### config.mk
export PLATFORM = sky130hd
export DESIGN_NAME = mp_alu_seq_flat
export DESIGN_NICKNAME = d
export VERILOG_FILES = /design/src/rtl/mp_alu_seq_if.sv /design/src/rtl/mp_alu_seq.sv /design/src/flat_wrapper.sv
export SDC_FILE = /design/constraint.sdc
export NUM_CORES = 1
export LEC_CHECK = 0
export CAP_MARGIN = 20
export CORE_AREA = 2 2 201 203
export CTS_CLUSTER_DIAMETER = 40
export DETAILED_ROUTE_END_ITERATION = 10
export DIE_AREA = 0 0 203 205
export HOLD_SLACK_MARGIN = 0.12
export PLACE_DENSITY = 0.83
export SYNTH_ARGS = -nofsm -noshare
export SYNTH_HDL_FRONTEND = slang
export SYNTH_SLANG_ARGS = --single-unit
### constraint.sdc
create_clock -name clk -period 19.5 [get_ports clk]
set_clock_uncertainty 0.2 [all_clocks]
set_input_delay 3.9 -clock clk [delete_from_list [all_inputs] [get_ports clk]]
set_output_delay 3.9 -clock clk [all_outputs]
set_load 0.02 [all_outputs]
### src/rtl/mp_alu_seq_if.sv
// Bundle between issue logic, the word-serial sequencer and the shared N-bit ALU.
// master = environment (issue side plus the external ALU), slave = sequencer.
interface mp_alu_seq_if #(
  parameter int N  = 32,
  parameter int W  = 4,
  parameter int LW = $clog2(W + 1)
);
  logic           start;
  logic [1:0]     op;
  logic [LW-1:0]  len;
  logic [N*W-1:0] a;
  logic [N*W-1:0] b;
  logic [N-1:0]   alu_a;
  logic [N-1:0]   alu_b;
  logic [1:0]     alu_m;
  logic           alu_cin;
  logic [N-1:0]   alu_r;
  logic           alu_cout;
  logic           busy;
  logic           done;
  logic [N*W-1:0] r;
  logic           v;
  logic           c;
  logic           n;
  logic           z;

  modport master (
    output start, op, len, a, b, alu_r, alu_cout,
    input  alu_a, alu_b, alu_m, alu_cin, busy, done, r, v, c, n, z
  );

  modport slave (
    input  start, op, len, a, b, alu_r, alu_cout,
    output alu_a, alu_b, alu_m, alu_cin, busy, done, r, v, c, n, z
  );
endinterface

### src/rtl/mp_alu_seq.sv
// Multi-precision sequencer: runs an op of up to W words through one N-bit ALU,
// LS word first, chaining carry and accumulating the result and whole-operand flags.
module mp_alu_seq #(
  parameter int N  = 32,
  parameter int W  = 4,
  parameter int LW = $clog2(W + 1)
) (
  input  logic         clk,
  input  logic         rst,
  mp_alu_seq_if.slave  bus
);
  typedef enum logic [1:0] {IDLE = 2'd0, RUN = 2'd1, DONE = 2'd2} state_t;

  state_t         state_q, state_d;
  logic [LW-1:0]  idx_q, len_q, sel, len_eff;
  logic [1:0]     op_q;
  logic [N*W-1:0] a_q, b_q;
  logic [N-1:0]   r_q [W];
  logic [N-1:0]   cur_a, cur_b;
  logic           carry_q, zacc_q, done_q;
  logic           v_q, c_q, n_q, z_q;
  logic           run, accept, last, res_zero;

  assign run      = (state_q == RUN);
  assign accept   = bus.start && !run;
  assign last     = (idx_q == len_q - LW'(1));
  assign res_zero = (bus.alu_r == '0);
  assign len_eff  = (bus.len == '0 || bus.len > LW'(W)) ? LW'(W) : bus.len;

  always_ff @(posedge clk or posedge rst) begin
    if (rst) state_q <= IDLE;
    else     state_q <= state_d;
  end

  always_comb begin
    state_d = state_q;
    case (state_q)
      IDLE, DONE: if (bus.start) state_d = RUN;
      RUN:        if (last) state_d = DONE;
      default:    state_d = IDLE;
    endcase
  end

  // Outside RUN the ALU sees word 0 so its inputs stay deterministic.
  always_comb begin
    sel          = run ? idx_q : '0;
    cur_a        = a_q[int'(sel)*N +: N];
    cur_b        = b_q[int'(sel)*N +: N];
    bus.alu_a    = cur_a;
    bus.alu_b    = cur_b;
    bus.alu_m    = op_q;
    if (op_q[1])                  bus.alu_cin = 1'b0;
    else if (!run || idx_q == '0) bus.alu_cin = op_q[0];
    else                          bus.alu_cin = carry_q;
    bus.busy     = run;
    bus.done     = done_q;
    bus.v        = v_q;
    bus.c        = c_q;
    bus.n        = n_q;
    bus.z        = z_q;
  end

  always_ff @(posedge clk or posedge rst) begin
    if (rst) begin
      idx_q   <= '0;
      len_q   <= '0;
      op_q    <= '0;
      a_q     <= '0;
      b_q     <= '0;
      carry_q <= 1'b0;
      zacc_q  <= 1'b0;
      done_q  <= 1'b0;
      v_q     <= 1'b0;
      c_q     <= 1'b0;
      n_q     <= 1'b0;
      z_q     <= 1'b0;
    end else begin
      done_q <= 1'b0;
      if (accept) begin
        op_q   <= bus.op;
        len_q  <= len_eff;
        a_q    <= bus.a;
        b_q    <= bus.b;
        idx_q  <= '0;
        zacc_q <= 1'b1;
      end else if (run) begin
        carry_q <= bus.alu_cout;
        zacc_q  <= zacc_q & res_zero;
        idx_q   <= idx_q + LW'(1);
        // Sign bits of the top active word decide overflow; cur_a/cur_b are that word here.
        if (last) begin
          v_q    <= ~op_q[1] & (cur_a[N-1] ^ bus.alu_r[N-1])
                    & ~(cur_a[N-1] ^ cur_b[N-1] ^ op_q[0]);
          c_q    <= ~op_q[1] & bus.alu_cout;
          n_q    <= bus.alu_r[N-1];
          z_q    <= zacc_q & res_zero;
          done_q <= 1'b1;
        end
      end
    end
  end

  genvar gi;
  generate
    for (gi = 0; gi < W; gi++) begin : g_word
      always_ff @(posedge clk or posedge rst) begin
        if (rst)                                   r_q[gi] <= '0;
        else if (accept)                           r_q[gi] <= '0;
        else if (run && idx_q == LW'(gi))          r_q[gi] <= bus.alu_r;
      end
      assign bus.r[gi*N +: N] = r_q[gi];
    end
  endgenerate
endmodule

### src/flat_wrapper.sv
// flat-port wrapper written by rule: the top's interface ports become plain ports
module mp_alu_seq_flat 
#(
  parameter int N  = 32,
  parameter int W  = 4,
  parameter int LW = $clog2(W + 1)
)
  (clk, rst, bus_start, bus_op, bus_len, bus_a, bus_b, bus_alu_r, bus_alu_cout, bus_alu_a, bus_alu_b, bus_alu_m, bus_alu_cin, bus_busy, bus_done, bus_r, bus_v, bus_c, bus_n, bus_z);
  mp_alu_seq_if #(.N(N), .W(W), .LW(LW)) bus_i ();
  input  logic clk;
  input  logic rst;
  input wire logic [$bits(bus_i.start)-1:0] bus_start;
  input wire logic [$bits(bus_i.op)-1:0] bus_op;
  input wire logic [$bits(bus_i.len)-1:0] bus_len;
  input wire logic [$bits(bus_i.a)-1:0] bus_a;
  input wire logic [$bits(bus_i.b)-1:0] bus_b;
  input wire logic [$bits(bus_i.alu_r)-1:0] bus_alu_r;
  input wire logic [$bits(bus_i.alu_cout)-1:0] bus_alu_cout;
  output wire logic [$bits(bus_i.alu_a)-1:0] bus_alu_a;
  output wire logic [$bits(bus_i.alu_b)-1:0] bus_alu_b;
  output wire logic [$bits(bus_i.alu_m)-1:0] bus_alu_m;
  output wire logic [$bits(bus_i.alu_cin)-1:0] bus_alu_cin;
  output wire logic [$bits(bus_i.busy)-1:0] bus_busy;
  output wire logic [$bits(bus_i.done)-1:0] bus_done;
  output wire logic [$bits(bus_i.r)-1:0] bus_r;
  output wire logic [$bits(bus_i.v)-1:0] bus_v;
  output wire logic [$bits(bus_i.c)-1:0] bus_c;
  output wire logic [$bits(bus_i.n)-1:0] bus_n;
  output wire logic [$bits(bus_i.z)-1:0] bus_z;
  assign bus_i.start = bus_start;
  assign bus_i.op = bus_op;
  assign bus_i.len = bus_len;
  assign bus_i.a = bus_a;
  assign bus_i.b = bus_b;
  assign bus_i.alu_r = bus_alu_r;
  assign bus_i.alu_cout = bus_alu_cout;
  assign bus_alu_a = bus_i.alu_a;
  assign bus_alu_b = bus_i.alu_b;
  assign bus_alu_m = bus_i.alu_m;
  assign bus_alu_cin = bus_i.alu_cin;
  assign bus_busy = bus_i.busy;
  assign bus_done = bus_i.done;
  assign bus_r = bus_i.r;
  assign bus_v = bus_i.v;
  assign bus_c = bus_i.c;
  assign bus_n = bus_i.n;
  assign bus_z = bus_i.z;
  mp_alu_seq #(.N(N), .W(W), .LW(LW)) u_core (.clk(clk), .rst(rst), .bus(bus_i));
endmodule
# Yosys cells after proc, flatten, opt, wreduce, memory -nomap -nowiden
# Cells that the tools add are included.
[op_classes]
bitwise_logic = 10
eq_ne = 8
shift = 2
n_reduce_logical = 21
n_mux = 22
order_cmp = 1
addsub = 2
[ops]
columns = ["op", "n"]
rows = [
  ["$mux 32", 8],
  ["$shiftx 128x9->32", 2],
  ["$logic_not 32->1", 1],
  ["$mux 3", 4],
  ["$reduce_bool 2->1", 5],
  ["$mux 1", 7],
  ["$eq 3x2->1 const B", 2],
  ["$logic_not 3->1", 2],
  ["$logic_and 1x1->1", 5],
  ["$and 1x1->1", 4],
  ["$mux 2", 2],
  ["$ne 2x2->1 const B", 2],
  ["$pmux 2 s2", 1],
  ["$reduce_and 2->1", 2],
  ["$add 3x1->3 const B", 1],
  ["$eq 3x1->1 const B", 1],
  ["$eq 3x3->1", 1],
  ["$gt 3x3->1 const B", 1],
  ["$not 1->1", 3],
  ["$reduce_and 3->1", 1],
  ["$sub 3x1->3 const B", 1],
  ["$xor 1x1->1", 3],
  ["$eq 2x1->1 const B", 1],
  ["$eq 2x2->1 const B", 1],
  ["other kinds (4)", 5],
]
[totals]
wordCells = 83
input_bits = 297
register_bits = 401
out_inout_bits = 201

# Logic depth before layout (Yosys ltp)
[logic_depth]
word_depth = 7
depth_mapped = 9
depth_no_buf = 8

# Worst setup path after synthesis
# No wires, ideal clock.
[synth_path]
kind = "register -> output"
startpoint = "reg u_core.idx_q[0]"
endpoint = "out bus_alu_a[6]"
t_arrival_ns = 1.841
path_stages_with_launch = 7
setup_slack_ns = 13.559
cell_sequence = "dfrtp_1 -> buf_4 -> buf_2 -> buf_2 -> buf_1 -> a211oi_1 -> a211oi_1"
[synth_via]
elab_chain_len = 2
[synth_lines]
columns = ["element", "line_no", "source"]
rows = [
  ["from (decl)", "mp_alu_seq.sv:15", "logic [LW-1:0] idx_q, len_q, sel, len_eff;"],
  ["from (signal assigned)", "mp_alu_seq.sv:89", "idx_q <= idx_q + LW'(1);"],
  ["$mux 3", "mp_alu_seq.sv:46", "sel = run ? idx_q : '0;"],
  ["$shiftx 128x9->32", "mp_alu_seq.sv:47", "cur_a = a_q[int'(sel)*N +: N];"],
  ["to (decl)", "flat_wrapper.sv:19", "output wire logic [$bits(bus_i.alu_a)-1:0] bus_alu_a;"],
]
# No other way between the ends.

# Worst setup path in the final report
[layout_path]
startpoint = "reg u_core.state_q[0]"
endpoint = "out bus_alu_a[23]"
[layout_via]
elab_chain_len = 3
[layout_lines]
columns = ["element", "line_no", "source"]
rows = [
  ["from (decl)", "mp_alu_seq.sv:14", "state_t state_q, state_d;"],
  ["from (signal assigned)", "mp_alu_seq.sv:32", "else state_q <= state_d;"],
  ["$eq 2x1->1", "mp_alu_seq.sv:24", "assign run = (state_q == RUN);"],
  ["$mux 3", "mp_alu_seq.sv:46", ""],
  ["$shiftx 128x9->32", "mp_alu_seq.sv:47", ""],
]
# No other way between the ends.

==> summary.md <==
| Metric | Value |
|---|---|
| Worst min path class | reg -> reg |
| Die area | 0.0416 mm² |
| Minimum clock period | 8.20 ns |
| IO buf count | 497 |
| Count of final hold-check violations | 0 |
| Crit start category | flip-flop |
| R2R Path Start | u_core.idx_q[0]$_DFFE_PP0P_ |
| MaxCap Viol Count | 0 |
| Fraction of registers with async set/reset | 100% |
| CP top delay family | buffers and inverters |
| Reg2reg path depth | 6 |
| Final global-route overflow total | 0 |
| Drt initial violations | 1,075 |
| Reg2reg end | u_core.bus.r[20]$_DFFE_PP0P_ |
| EDFF count, synth | 0 |
| Status | completed |
| DRC | 0 |
| Top cells by area, synth | dfrtp_1 57%, nand2_1 22%, a211oi_1 5.3% |
| Gpl congestion | 0.921 |
| Worst endpoint required time | 15.40 ns |
| Post-synth cell types | 42 |
| Hold Buf Count CTS | 0 |
| Most used DFF post-synth | dfrtp_1 |
| CP endpoint | bus_alu_a[23] |
| Wire per inst | 18.9 µm |
| Critical Path AT | 4.10 ns |
| Initial antenna violation count | 15 |
| Setup crit start | u_core.state_q[0]$_DFFE_PP0P_ |
| Critical path class | reg -> out |
| Sequential fraction of the synthesis area | 57.1% |
| Crit-path max FO | 64 |
| Sink Count | 401 |
| Row cnt | 73 |
| CP max-delay cell | clkdlybuf4s50_1 |
| Core area | 0.0394 mm² |
| Final instance area | 0.0248 mm² |
| Syn nets | 2,311 |
| Post_cts resized | 0 |
| Post-Synthesis Cells | 2,007 |
| First-pass GRT wire length | 88,600 µm |
| Total number of vias | 15.9k |
| Largest net degree at the start of global routing | 258 |
| CTS tree | yes |
| Worst path depth | 7 |
| Initial core utilization | 44.6% |
| Antenna violation net count after detailed routing | 0 |
| Cell mode on critical path | a211oi_1 |
| Post-Syn Area | 0.0176 mm² |
| Setup Viol. Count Final | 0 |
| Worst skew pair latency | 0.59 ns |
| Clock-pin slew on the worst setup and hold paths | 0.06 ns |
| Leakage | 11.8 nW |
| Worst Setup End Kind | output pin |
| First-pass DRT Iterations | 5 |
| Maximum vdd drop | 128 µV |
| CTS max path bufs | 3 |
| CP cell instances | nand2b_4 > clkinv_2 > nand2_4 > buf_4 > a211oi_1 > a211oi_1 > clkdlybuf4s50_1 |
| Number of global-route vias before repair | 16.4k |
| Final period utilization | 42.1% |
| Total power | 4.53 mW |
| Critical path's largest stage delay | 0.72 ns |
| Seq cells post-synth | 401 |
| CTS H-tree lvls | 2 |
| Count leader, synth | nand2_1 |
| Reg2Reg Setup Slack | 15.71 ns |
| Inserted Clock Buffers | 56 |
| Slew Limit Fails | 0 |
| Detail Placement HPWL | 38,600 µm |
| RSZ-0062 raised after global routing | false |
| Post-CTS setup buffer count | 0 |
| CP Buf/Inv Count | 3 |
| Top cell type's share of synthesized area | 57.1% |
| Slew margin rel. | 3.29% |
| Worst Tran Pin Value | 1.45 ns |
| Die W | 203 µm |
| DR vias/cell | 5.28 |
| Top Ports | 498 |
| GRT Total Usage | 27.3% |
| Avg Inst Size Synth | 8.76 µm² |
| Max Clk Rate | 122 MHz |
| Pwr per Cell Area | 183 mW/mm² |
| Root buf cell | clkbuf_16 |
| Nets | 2,742 |
| Routed WL | 57,000 µm |
| TNS Setup | 0 ns |
| Most frequent cells after synthesis | 1,008 x nand2_1, 401 x dfrtp_1, 138 x o21ai_0, 124 x a211oi_1, 90 x clkbuf_1 |
| Layout cell share with drive strength beyond 1 | 5.31% |
| Synth Warn # | 0 |
| Layout area overhead | 40.9% |
| DIE HEIGHT | 205 µm |
| Placed standard-cell area | 0.0228 mm² |
| Synth area leader | dfrtp_1 |
## metal layers
metal	vias to the layer above	routed length [µm]	share of wire [%]	global-route usage [%]
met1	7662	21500	38	32.5
li1	7363	-	-	-
met2	741	27500	48	44.7
met4	10	3090	5.4	16.4
met3	168	4790	8.4	7.11
met5	-	66	0.12	0
## how the worst min path moves through the flow
stage,start,end,slack [ns],depth (start not counted)
CTS,u_core.b_q[91]$_DFFE_PP0P_,u_core.b_q[91]$_DFFE_PP0P_,0.27,2
global placement,u_core.b_q[77]$_DFFE_PP0P_,u_core.b_q[77]$_DFFE_PP0P_,0.25,2
detailed placement,u_core.a_q[94]$_DFFE_PP0P_,u_core.a_q[94]$_DFFE_PP0P_,0.25,2
global route,u_core.a_q[67]$_DFFE_PP0P_,u_core.a_q[67]$_DFFE_PP0P_,0.28,2
floorplan,u_core.a_q[64]$_DFFE_PP0P_,u_core.a_q[64]$_DFFE_PP0P_,0.24,2
finish,u_core.b_q[94]$_DFFE_PP0P_,u_core.b_q[94]$_DFFE_PP0P_,0.27,2
## placed cells by master (no fill, tap or decap), types with 5 or more instances in the layout
cell type and count:
clkinvlp_4 5, dfrtp_1 400, inv_1 8, inv_6 5, ha_1 7, nor2_1 5
clkdlybuf4s50_1 497, clkbuf_1 7, o21ai_0 138, buf_4 10, clkinv_2 12, clkinv_4 5
nor2b_1 63, diode_2 10, mux2i_1 64, clkbuf_16 58, nor4_1 6, a211oi_1 124
nand2_1 1006
## sequential cells by signal, indices dropped and copies added, names as in the netlist
name,flops
u_core.idx_q,3
u_core.bus.c,1
u_core.a_q,128
u_core.bus.alu_m,2
u_core.bus.r,128
u_core.b_q,128
u_core.bus.n,1
u_core.bus.z,1
u_core.bus.done,1
u_core.zacc_q,1
u_core.state_q,2
u_core.len_q,3
u_core.carry_q,1
u_core.bus.v,1
## power breakdown
group          switching [mW]  internal (mW)
Combinational            1.17          0.857
Clock                   0.403          0.617
Sequential              0.259           1.22
## tightest hold or removal path: stages (launching register included)
cell and delay [ns]:
dfrtp_1 0.33, nand2_1 0.05, nand2_1 0.05
## kinds of logic after synthesis
family / synth area share [%]
simple gates: 24.9
flops: 57.1
compound gates: 9.70
buf+inv: 3.64
mux: 3.84
fa+ha+maj: 0.498
xor+xnor: 0.299
## per-stage QoR
stage	setup slack, ns	cells	hold WS, ns	utilization, %
after CTS	11.34	3007	0.269	62.7
after global placement	12.13	2903	0.250	57.9
after floorplan	4.25	2007	0.238	-
after detailed placement	12.07	2903	0.255	57.9
after global routing	11.12	3018	0.280	62.9
final	11.30	3019	0.266	62.9
## area by class of cell
type                            instances  area, µm²
Fill cell                            3169      14600
Sequential cell                       401      10000
Multi-Input combinational cell       1457       6950
Timing Repair Buffer                  511       5140
Clock buffer                           68       1520
Tap cell                              525        657
Clock inverter                         36        383
Inverter                               11       50.0
Antenna cell                           10       25.0
Power figures use the tool's default switching activity.
